==> src/rtl/uart_tx_arbiter.sv <==
// Round-robin arbiter that shares one UART transmitter between NUM_REQ byte-stream requesters,
// holding each grant for a whole frame. Define UART_ARB_PRIO_EN to make requester 0 strict priority.
module uart_tx_arbiter #(
    parameter int NUM_REQ   = 4,
    parameter int DATA_BITS = 8,
    parameter int MAX_BURST = 16,
    localparam int GW = (NUM_REQ > 1) ? $clog2(NUM_REQ) : 1
) (
    input  logic                         clk,
    input  logic                         rst_n,
    input  logic [NUM_REQ*DATA_BITS-1:0] req_data,
    input  logic [NUM_REQ-1:0]           req_valid,
    input  logic [NUM_REQ-1:0]           req_last,
    output logic [NUM_REQ-1:0]           req_ready,
    output logic [DATA_BITS-1:0]         uart_data,
    output logic                         uart_valid,
    input  logic                         uart_ready,
    output logic [GW-1:0]                grant_id,
    output logic                         busy
);

    localparam int BW = (MAX_BURST > 1) ? $clog2(MAX_BURST) : 1;
    localparam logic [GW-1:0] LAST_ID  = GW'(NUM_REQ - 1);
    localparam logic [BW-1:0] CAP_LAST = BW'((MAX_BURST > 0) ? MAX_BURST - 1 : 0);

    typedef enum logic {
        ARB,
        GRANT
    } state_t;

    state_t               state_q, state_d;
    logic [GW-1:0]        grant_q, grant_d;
    logic [GW-1:0]        rr_ptr_q, rr_ptr_d;
    logic [BW-1:0]        beat_cnt_q, beat_cnt_d;
    logic [GW-1:0]        pick;
    logic                 sel_valid, sel_last, transfer, release_grant;
    logic [DATA_BITS-1:0] sel_data;

    // First set bit at or above ptr, wrapping modulo NUM_REQ.
    function automatic logic [GW-1:0] rr_pick(input logic [NUM_REQ-1:0] v,
                                              input logic [GW-1:0]      ptr);
        int   idx;
        logic hit;
        rr_pick = '0;
        hit     = 1'b0;
        for (int k = 0; k < NUM_REQ; k++) begin
            idx = (int'(ptr) + k) % NUM_REQ;
            if (!hit && v[idx[GW-1:0]]) begin
                rr_pick = idx[GW-1:0];
                hit     = 1'b1;
            end
        end
    endfunction

    always_comb begin
        pick = rr_pick(req_valid, rr_ptr_q);
`ifdef UART_ARB_PRIO_EN
        if (req_valid[0]) pick = '0;
`endif
    end

    // NOTE: every signal driven in an always_comb gets a default first, so no path can infer a latch.
    always_comb begin
        sel_data  = '0;
        sel_valid = 1'b0;
        sel_last  = 1'b0;
        for (int i = 0; i < NUM_REQ; i++) begin
            if (grant_q == GW'(i)) begin
                sel_data  = req_data[i*DATA_BITS +: DATA_BITS];
                sel_valid = req_valid[i];
                sel_last  = req_last[i];
            end
        end
    end

    always_comb begin
        state_d       = state_q;
        grant_d       = grant_q;
        rr_ptr_d      = rr_ptr_q;
        beat_cnt_d    = beat_cnt_q;
        uart_valid    = 1'b0;
        uart_data     = '0;
        req_ready     = '0;
        transfer      = 1'b0;
        release_grant = 1'b0;
        case (state_q)
            ARB: begin
                if (|req_valid) begin
                    grant_d    = pick;
                    beat_cnt_d = '0;
                    state_d    = GRANT;
                end
            end
            GRANT: begin
                uart_valid = sel_valid;
                uart_data  = sel_data;
                for (int i = 0; i < NUM_REQ; i++) begin
                    req_ready[i] = uart_ready && (grant_q == GW'(i));
                end
                transfer = sel_valid && uart_ready;
                if (transfer) begin
                    beat_cnt_d    = beat_cnt_q + 1'b1;
                    release_grant = sel_last || ((MAX_BURST != 0) && (beat_cnt_q == CAP_LAST));
                    if (release_grant) begin
                        state_d = ARB;
                        // Freed requester becomes lowest priority in the next arbitration.
`ifdef UART_ARB_PRIO_EN
                        if (grant_q != '0)
`endif
                            rr_ptr_d = (grant_q == LAST_ID) ? '0 : grant_q + 1'b1;
                    end
                end
            end
            default: state_d = ARB;
        endcase
    end

    // NOTE: sequential state uses non-blocking assignments so all registers update together at the edge.
    always_ff @(posedge clk or negedge rst_n) begin
        if (!rst_n) begin
            state_q    <= ARB;
            grant_q    <= '0;
            rr_ptr_q   <= '0;
            beat_cnt_q <= '0;
        end else begin
            state_q    <= state_d;
            grant_q    <= grant_d;
            rr_ptr_q   <= rr_ptr_d;
            beat_cnt_q <= beat_cnt_d;
        end
    end

    assign grant_id = grant_q;
    assign busy     = (state_q == GRANT);

endmodule

==> config.mk <==
export PLATFORM = sky130hd
export DESIGN_NAME = uart_tx_arbiter
export DESIGN_NICKNAME = d
export VERILOG_FILES = /design/src/rtl/uart_tx_arbiter.sv
export SDC_FILE = /design/constraint.sdc
export NUM_CORES = 1
export LEC_CHECK = 0
export ABC_AREA = 1
export BUFFER_PORTS_ARGS = -buffer_cell sky130_fd_sc_hd__buf_4
export CAP_MARGIN = 5
export CORE_UTILIZATION = 35
export DETAILED_ROUTE_END_ITERATION = 8
export PLACE_DENSITY_LB_ADDON = 0.25
export SYNTH_ARGS = -nofsm -noshare
export SYNTH_HDL_FRONTEND = slang
export SYNTH_SLANG_ARGS = --single-unit
==> constraint.sdc <==
create_clock -name clk -period 2.7 [get_ports clk]
set_input_delay 0.135 -clock clk [delete_from_list [all_inputs] [get_ports clk]]
set_output_delay 0.135 -clock clk [all_outputs]
set_load 0.005 [all_outputs]
==> flow_summary.yaml, run 1 <==
route:
  viasPerCell: 4.739
  drc: 0
  ant_nets: 0
  drtIter0Drc: 74
  wirelength_mm: 3.300
  route.vias.total: 1398
  wl_per_cell_um: 11.19
  drtPass1Iterations: 4
setup_path:
  crit_arrival_ns: 1.97
  rrSetupSlack_ns: 0.72
  worstPathRequired_ns: 2.57
  critPathKind: "flip-flop to output pin"
  start_kind: "flip-flop"
  end_kind: "output pin"
  cp_max_fo: 12
final_layout:
  syn2layout_area_growth_pct: 41.75
  num_antenna_cells: 0
  instances_no_fill: 295
  drive_gt1_frac: 0.2988
  finalNetCount: 300
flow_run:
  drv_cap: 0
floorplanning:
  die_area_um2: 3503
  core_um2: 3078
  start_util: 0.3720
  die_x_um: 59.19
  die_y_um: 59.19
  num_rows: 20
  io_pins: 59
timing:
  min_period_over_period: 0.7784
  fin_crit_ns: 2.102
  worst_slew_pin_slew_ns: 0.4413
  setup_viol: 0
  grt_setup_unrepaired: "false"
  fmax_ghz: 0.4758
  finClkSkew_ns: 0.001498
  fin_setup_tns_ns: 0
  slew_violations: 0
  finalHoldViolCount: 0
  relSlewSlack: 0.7055
  holdWs_ns: 0.1576
  worst_slack_ns: 0.5984
place:
  gp_congestion: 0.8294
  dp_cells: 290
  io_buffers: 58
  preCtsSetupSlack_ns: 0.7383
  place_hpwl_mm: 2.712
clocking:
  worstSkewPairLatency_ns: 0.26
  cts_buffers: 3
  cts_num_sinks: 9
  post_cts_resized: 0
  path_clk_slew_ns: 0.06
  cts.path.max_buffers: 2
  htreeDepth: 1
  root_buffer: "clkbuf_4"
  cts_tree: "done"
logic_synthesis:
  syn_nets: 243
  netlist_area_um2: 1145
  synth_area_leaders: "dfrtp_1, nand2_1, o21ai_0"
  synthDominantCellAreaShare: 0.1967
  synth_cell_types: 25
  synth_area_leader_cell: "dfrtp_1"
  synthCells: 195
  syn_area_per_cell_um2: 5.871
  yosys_warnings: 0
  ys_seq_area_frac: 0.1967
  synth-seq-cells: 9
power_and_ir_drop:
  power_density_nw_per_um2: 1076
  vdd_drop_max_mv: 0.4909
  p_leak_uw: 0.0008939
grt:
  grt_overflow: 0
  grt_pass1_vias: 1332
  grt_pass1_wl_mm: 5.547
  grt_antenna_before_repair: 0
  grt_use_total: 0.2066
  grt_max_degree: 20
min_path:
  hp-class: "input pin to flip-flop"
outcome:
  status: "complete, no violations"
[path summary, 6_finish.rpt]
| kind | to | from | depth (start not counted) |
|---|---|---|---|
| worst min-delay path | beat_cnt_q[1] | uart_ready | 3 |
| worst max-delay path | uart_data[3] | grant_id[1] | 8 |
| max in group asynchronous | beat_cnt_q[2] | rst_n | 2 |
| worst max register to register | rr_ptr_q[1] | grant_id[0] | 8 |
| worst min register to register | beat_cnt_q[0] | beat_cnt_q[0] | 1 |
| min in group asynchronous | beat_cnt_q[3] | rst_n | 2 |
[layout make-up]
| type | count | area [um2] |
|---|---|---|
| fill | 311 | 1455 |
| multi-input combinational | 161 | 800.8 |
| timing repair buffer | 59 | 445.4 |
| sequential | 9 | 225.2 |
| inverter | 18 | 70.07 |
| tap | 44 | 55.05 |
| clock buffer | 4 | 26.28 |
[layer usage]
metal,GRT usage,up-vias,share of wire
met5,0,-,0
met4,0.04082,0,0
met3,0.04367,0,0.046
met2,0.3499,38,0.47
met1,0.2698,608,0.48
li1,-,752,-
[sequential cells by signal (all words and copies together) (netlist names)]
signal / cells
rr_ptr_q: 2
grant_id: 2
beat_cnt_q: 4
busy: 1
[cell families after synthesis]
logic type	synth area share
simple gates	0.3836
flops	0.1967
xor+xnor	0.007652
fa+ha+maj	0.05464
buf+inv	0.1038
compound gates	0.2536
[cell usage after synthesis]
| cell | n |
|---|---|
| a21boi_4 | 1 |
| a21oi_1 | 20 |
| inv_4 | 1 |
| nand2_4 | 1 |
| nor2_4 | 1 |
| nand2_1 | 54 |
| dfrtp_1 | 9 |
| ha_1 | 5 |
| clkbuf_1 | 4 |
| nor3_1 | 1 |
| o21ai_1 | 1 |
| nand3_1 | 15 |
| a22o_1 | 1 |
| a21oi_2 | 1 |
| nor2_2 | 1 |
| o211ai_2 | 1 |
| nor2_1 | 24 |
| nand2_2 | 5 |
| inv_1 | 15 |
| a31oi_1 | 1 |
| buf_6 | 3 |
| xor2_1 | 1 |
| nand4_1 | 1 |
| inv_2 | 2 |
| o21ai_0 | 26 |
[stage by stage]
step	cell area (um2)	total power [uW]	util
after global routing	1623	1962	0.5272
final	1623	1746	0.5272
after CTS	1623	1755	0.5272
after detailed placement	1587	1641	0.5154
after global placement	1587	1633	0.5154
after floorplan	1145	1178	-
[timing repair]
item	in CTS	in global routing
hold buffers	1	0
buffers inserted	0	0
hold endpoints to repair	9	0
[report_power, final]
part	internal (uW)	switching (uW)	leakage (uW)	total (uW)
sequential	193	99.9	0.000110	293
combinational	594	755	0.000769	1350
clock	57.0	47.4	0.0000150	104
total	844	903	0.000894	1750
[cells in the final DEF (no fill, tap or decap)]
master	n
a22o_1	1
nor2_2	1
nor2_1	24
xor2_1	1
a21oi_2	1
nand2_4	1
clkbuf_4	3
dfrtp_1	9
a21boi_4	1
nand4_1	1
buf_4	58
nor3_1	1
o21ai_0	26
a31oi_1	1
nand2_2	5
ha_1	5
nand2_1	54
inv_1	15
nand3_1	15
dlygate4sd3_1	1
o21ai_1	1
inv_4	1
o211ai_2	1
clkbuf_1	1
a21oi_1	20
inv_2	2
nor2_4	1
[critical path, cell delays in order (launching register included)]
cell	delay (ns)
dfrtp_1	0.42
inv_1	0.08
ha_1	0.32
inv_4	0.19
nor2_1	0.06
o21ai_0	0.23
o21ai_0	0.14
a21oi_1	0.15
buf_4	0.12
Power figures use the tool's default switching activity.
==> inputs of run 2 (changes only) <==
==> constraint.sdc (replaced) <==
create_clock -name clk -period 2.04 [get_ports clk]
set_input_delay 0.102 -clock clk [delete_from_list [all_inputs] [get_ports clk]]
set_output_delay 0.102 -clock clk [all_outputs]
set_load 0.005 [all_outputs]
==> flow_summary.yaml, run 2 (synthesized netlist as in run 1, its figures left out) <==
setup_path:
  start_kind: "flip-flop"
  reg2reg_to: "rr_ptr_q[1]"
  startpoint: "grant_id[1]"
  reg2reg_depth: 7
  critPathKind: "flip-flop to output pin"
  cp_max_fo: 6
  crit_arrival_ns: 1.81
  rrSetupSlack_ns: 0.33
  r2r-start: "grant_id[0]"
  worstPathRequired_ns: 1.94
  end_kind: "output pin"
power_and_ir_drop:
  vdd_drop_max_mv: 0.6653
  clkPwrFrac: 0.059
  seqPwrFrac: 0.160
  power_density_nw_per_um2: 1449
  p_leak_uw: 0.0009085
  finalPower_uw: 2461
  switchingPower_uw: 1248
  power_frac_comb: 0.780
  intPower_uw: 1213
  switching_share: 0.5070
final_layout:
  final_util: 0.5516
  mostFrequentLayoutCell: "buf_4"
  num_antenna_cells: 0
  register_area_um2: 227.7
  largest_reg_flops: 4
  syn2layout_area_growth_pct: 48.31
  finalNetCount: 305
  multiInputGateArea_um2: 828.3
  most-common-layout-cells: "buf_4, nand2_1, nor2_1, o21ai_0, a21oi_1"
  fill_cells: 328
  regMostFlops: "beat_cnt_q"
  drive_gt1_frac: 0.3398
route:
  drc: 0
  viasPerCell: 4.687
  drtPass1Iterations: 4
  route.vias.total: 1406
  wl_per_cell_um: 11.34
  wirelength_mm: 3.402
  drtIter0Drc: 66
  ant_nets: 0
floorplanning:
  io_pins: 59
  die_y_um: 59.19
  start_util: 0.3720
  num_rows: 20
  core_um2: 3078
  die_x_um: 59.19
  die_area_um2: 3503
timing:
  fin_crit_ns: 1.914
  min_period_over_period: 0.9384
  relSlewSlack: 0.7306
  finalHoldViolCount: 0
  fmax_ghz: 0.5224
  fin_setup_tns_ns: 0
  worst_slew_pin_slew_ns: 0.4041
  grt_setup_unrepaired: "false"
  setup_viol: 0
  finClkSkew_ns: 0.001827
  slew_violations: 0
grt:
  grt_pass1_vias: 1268
  grt_max_degree: 18
  grt_antenna_before_repair: 0
  grt_use_total: 0.1973
  grt_overflow: 0
  grt_pass1_wl_mm: 5.388
min_path:
  min_from: "uart_ready"
  hp-class: "input pin to flip-flop"
  hold_path_end: "beat_cnt_q[1]"
  min_path_cells: 3
outcome:
  status: "complete, no violations"
flow_run:
  drv_cap: 0
clocking:
  cts_num_sinks: 9
  cts_buffers: 3
  cts.path.max_buffers: 2
  root_buffer: "clkbuf_4"
  path_clk_slew_ns: 0.07
  worstSkewPairLatency_ns: 0.27
  cts_tree: "done"
  htreeDepth: 1
place:
  place_hpwl_mm: 2.610
  io_buffers: 58
  gp_congestion: 0.8538
[run 2: changes by cell type in the layout (fill, tap and decap cells not counted)]
cell        previous run  this run
ha_4                   0         2
dfrtp_1                9         7
buf_6                  0         1
inv_2                  2         3
o21ai_1                1         3
ha_1                   5         2
clkinvlp_4             0         2
dfrtp_2                0         2
buf_4                 58        61
o21ai_0               26        24
inv_1                 15        13
ha_2                   0         1
[run 2: stage by stage]
step / setup WS, ns / std cells / hold slack (ns) / instance area (um2)
CTS: 0.01955 / 297 / 0.1188 / 1638
global placement: 0.2691 / 292 / -0.06787 / 1602
floorplan: 0.4341 / 195 / -0.1936 / 1145
global route: 0.003558 / 300 / 0.1250 / 1698
detailed placement: 0.1907 / 292 / -0.06819 / 1602
finish: 0.1257 / 300 / 0.1140 / 1698
[run 2: how the worst max path moves through the flow]
stage | to | slack, ns | cells after the start
detailed placement | rr_ptr_q[1] | 0.19 | 9
floorplan | rr_ptr_q[1] | 0.43 | 8
global placement | rr_ptr_q[1] | 0.27 | 9
CTS | uart_data[1] | 0.02 | 8
finish | uart_data[1] | 0.13 | 8
global route | uart_data[3] | 0.004 | 8
[run 2: per-layer routing]
layer | share of wire | wire (um) | track usage
met1 | 0.49 | 1677 | 0.2761
met2 | 0.46 | 1566 | 0.3258
met3 | 0.043 | 147 | 0.04367
met4 | 0.0029 | 10 | 0.006803
met5 | 0 | 0 | 0
[run 2: area by class of cell]
type                            count  share of cell area
Sequential cell                     9              0.1341
Inverter                           18             0.04348
Multi-Input combinational cell    161              0.4878
Timing Repair inverter              1            0.004422
Timing Repair Buffer               63              0.2822
Tap cell                           44             0.03242
Clock buffer                        4             0.01548
[run 2: repair_timing]
action,4_1_cts,5_1_grt
endpoints found under the setup margin,0,10
hold endpoints to repair,9,0
hold buffers,1,0
resized for setup,0,13
setup buffers,0,2
[run 2: critical path, stage by stage, from the launching register on]
cell	delay (ns)
dfrtp_2	0.44
inv_1	0.15
ha_4	0.20
buf_4	0.14
a21oi_1	0.04
o21ai_0	0.16
o21ai_0	0.14
a21oi_1	0.15
buf_4	0.13
[run 2: power groups by stage]
stage / logic [uW] / clock network [uW] / registers (uW)
6_report: 1920 / 146 / 394
5_1_grt: 2160 / 156 / 413
3_3_place_gp: 1810 / 0 / 383
2_1_floorplan: 1230 / 0 / 332
3_5_place_dp: 1800 / 0 / 388
4_1_cts: 1810 / 147 / 387
==> inputs of run 3 (changes only) <==
--- a/config.mk
+++ b/config.mk
@@ -8,6 +8,7 @@
 export ABC_AREA = 1
 export BUFFER_PORTS_ARGS = -buffer_cell sky130_fd_sc_hd__buf_4
 export CAP_MARGIN = 5
+export CORE_ASPECT_RATIO = 0.5
 export CORE_UTILIZATION = 35
 export DETAILED_ROUTE_END_ITERATION = 8
 export PLACE_DENSITY_LB_ADDON = 0.25
==> flow_summary.yaml, run 3 (synthesized netlist as in run 1, its figures left out) <==
final_layout:
  multiInputGateArea_um2: 805.8
  fill_cells: 305
  most-common-layout-cells: "buf_4, nand2_1, o21ai_0, nor2_1, a21oi_1"
  finalInstanceArea_um2: 1667
  num_antenna_cells: 0
  regMostFlops: "beat_cnt_q"
  largest_reg_flops: 4
  register_area_um2: 227.7
  finalNetCount: 303
  mostFrequentLayoutCell: "buf_4"
  syn2layout_area_growth_pct: 45.57
  drive_gt1_frac: 0.3268
timing:
  holdWs_ns: 0.1810
  grt_setup_unrepaired: "false"
  fin_crit_ns: 1.878
  slew_violations: 0
  worst_slack_ns: 0.1624
  min_period_over_period: 0.9204
  finalHoldViolCount: 0
  finClkSkew_ns: 0.004526
  worst_slew_pin_slew_ns: 0.4259
  fmax_ghz: 0.5326
  fin_setup_tns_ns: 0
  relSlewSlack: 0.7161
  setup_viol: 0
place:
  io_buffers: 58
  preCtsSetupSlack_ns: 0.2864
  dpl-instance-area_um2: 1604
  gp_congestion: 0.8577
  place_hpwl_mm: 2.744
clocking:
  cts_setup_buffers: 0
  root_buffer: "clkbuf_8"
  cts_tree: "done"
  path_clk_slew_ns: 0.04
  cts_buffers: 3
  htreeDepth: 1
  worstSkewPairLatency_ns: 0.23
  cts_num_sinks: 9
  cts.path.max_buffers: 2
route:
  route.vias.total: 1443
  ant_nets: 0
  drtPass1Iterations: 5
  drc: 0
  viasPerCell: 4.908
  drtIter0Drc: 45
  wl_per_cell_um: 11.70
  wirelength_mm: 3.440
setup_path:
  worstPathRequired_ns: 1.94
  startpoint: "grant_id[0]"
  critPathKind: "flip-flop to output pin"
  reg2reg_to: "rr_ptr_q[1]"
  end_kind: "output pin"
  crit_arrival_ns: 1.78
  r2r-start: "grant_id[0]"
  cp_max_fo: 9
  reg2reg_depth: 8
  rrSetupSlack_ns: 0.36
  start_kind: "flip-flop"
min_path:
  hp-class: "input pin to flip-flop"
  min_path_cells: 3
  min_from: "uart_ready"
  hold_path_end: "beat_cnt_q[1]"
floorplanning:
  io_pins: 59
  start_util: 0.3735
  die_y_um: 42.44
  die_x_um: 82.88
  core_um2: 3065
  num_rows: 14
  die_area_um2: 3517
power_and_ir_drop:
  vdd_drop_max_mv: 0.8463
  finalPower_uw: 2436
  power_density_nw_per_um2: 1462
  p_leak_uw: 0.0009105
grt:
  grt_pass1_wl_mm: 5.554
  grt_max_degree: 18
  grt_busiest_layer: "met2"
  grt_overflow: 0
  grt_use_total: 0.1928
  grt_use_met2: 0.3295
  grt_pass1_vias: 1313
  grt_antenna_before_repair: 0
  grt_util_met3: 0.05118
  grtUsageMet1: 0.2515
flow_run:
  drv_cap: 0
outcome:
  status: "complete, no violations"
-- run 3: changes by cell type in the layout (fill, tap and decap cells not counted), sizes merged --
cell      change
buf           -1
clkinvlp      -2
inv           +1
-- run 3: critical path: stages (launching register included) --
cell and delay (ns):
dfrtp_2 0.44, inv_1 0.10, ha_2 0.20, buf_4 0.16, a21oi_1 0.06, o21ai_0 0.18, o21ai_0 0.13, a21oi_1 0.14
buf_4 0.13
-- run 3: worst max path at each step --
stage	end	slack, ns	cells after the start
after floorplan	rr_ptr_q[1]	0.43	8
after global placement	rr_ptr_q[1]	0.37	9
after detailed placement	rr_ptr_q[1]	0.29	8
after CTS	uart_data[0]	0.13	8
after global routing	uart_data[3]	0.007	8
final	uart_data[0]	0.16	8
-- run 3: report_power, final --
part,internal (uW),total (uW),switching (uW)
combinational,830,1840,1010
sequential,260,397,137
clock,136,202,66.6
total,1230,2440,1210
-- run 3: metrics by stage --
stage | utilization | instances
2_1_floorplan | - | 195
3_3_place_gp | 0.5233 | 289
3_5_place_dp | 0.5233 | 289
4_1_cts | 0.5412 | 294
5_1_grt | 0.5437 | 294
6_report | 0.5437 | 294
-- run 3: repair_timing --
action                                  CTS  global route
gates resized for setup                   0             6
endpoints found under the setup margin    0             2
endpoints found under the hold margin     9             0
hold buffers                              1             0
-- run 3: area by class of cell --
cell class / count / share of cell area
Inverter: 18 / 0.04204
Timing Repair Buffer: 62 / 0.2808
Clock buffer: 4 / 0.02703
Sequential cell: 9 / 0.1366
Tap cell: 40 / 0.03003
Multi-Input combinational cell: 161 / 0.4835
-- run 3: routing by layer --
metal | share of wire | wire, um
met1 | 0.47 | 1611
met4 | 0.0049 | 17
met3 | 0.077 | 266
met5 | 0 | 0
met2 | 0.45 | 1545
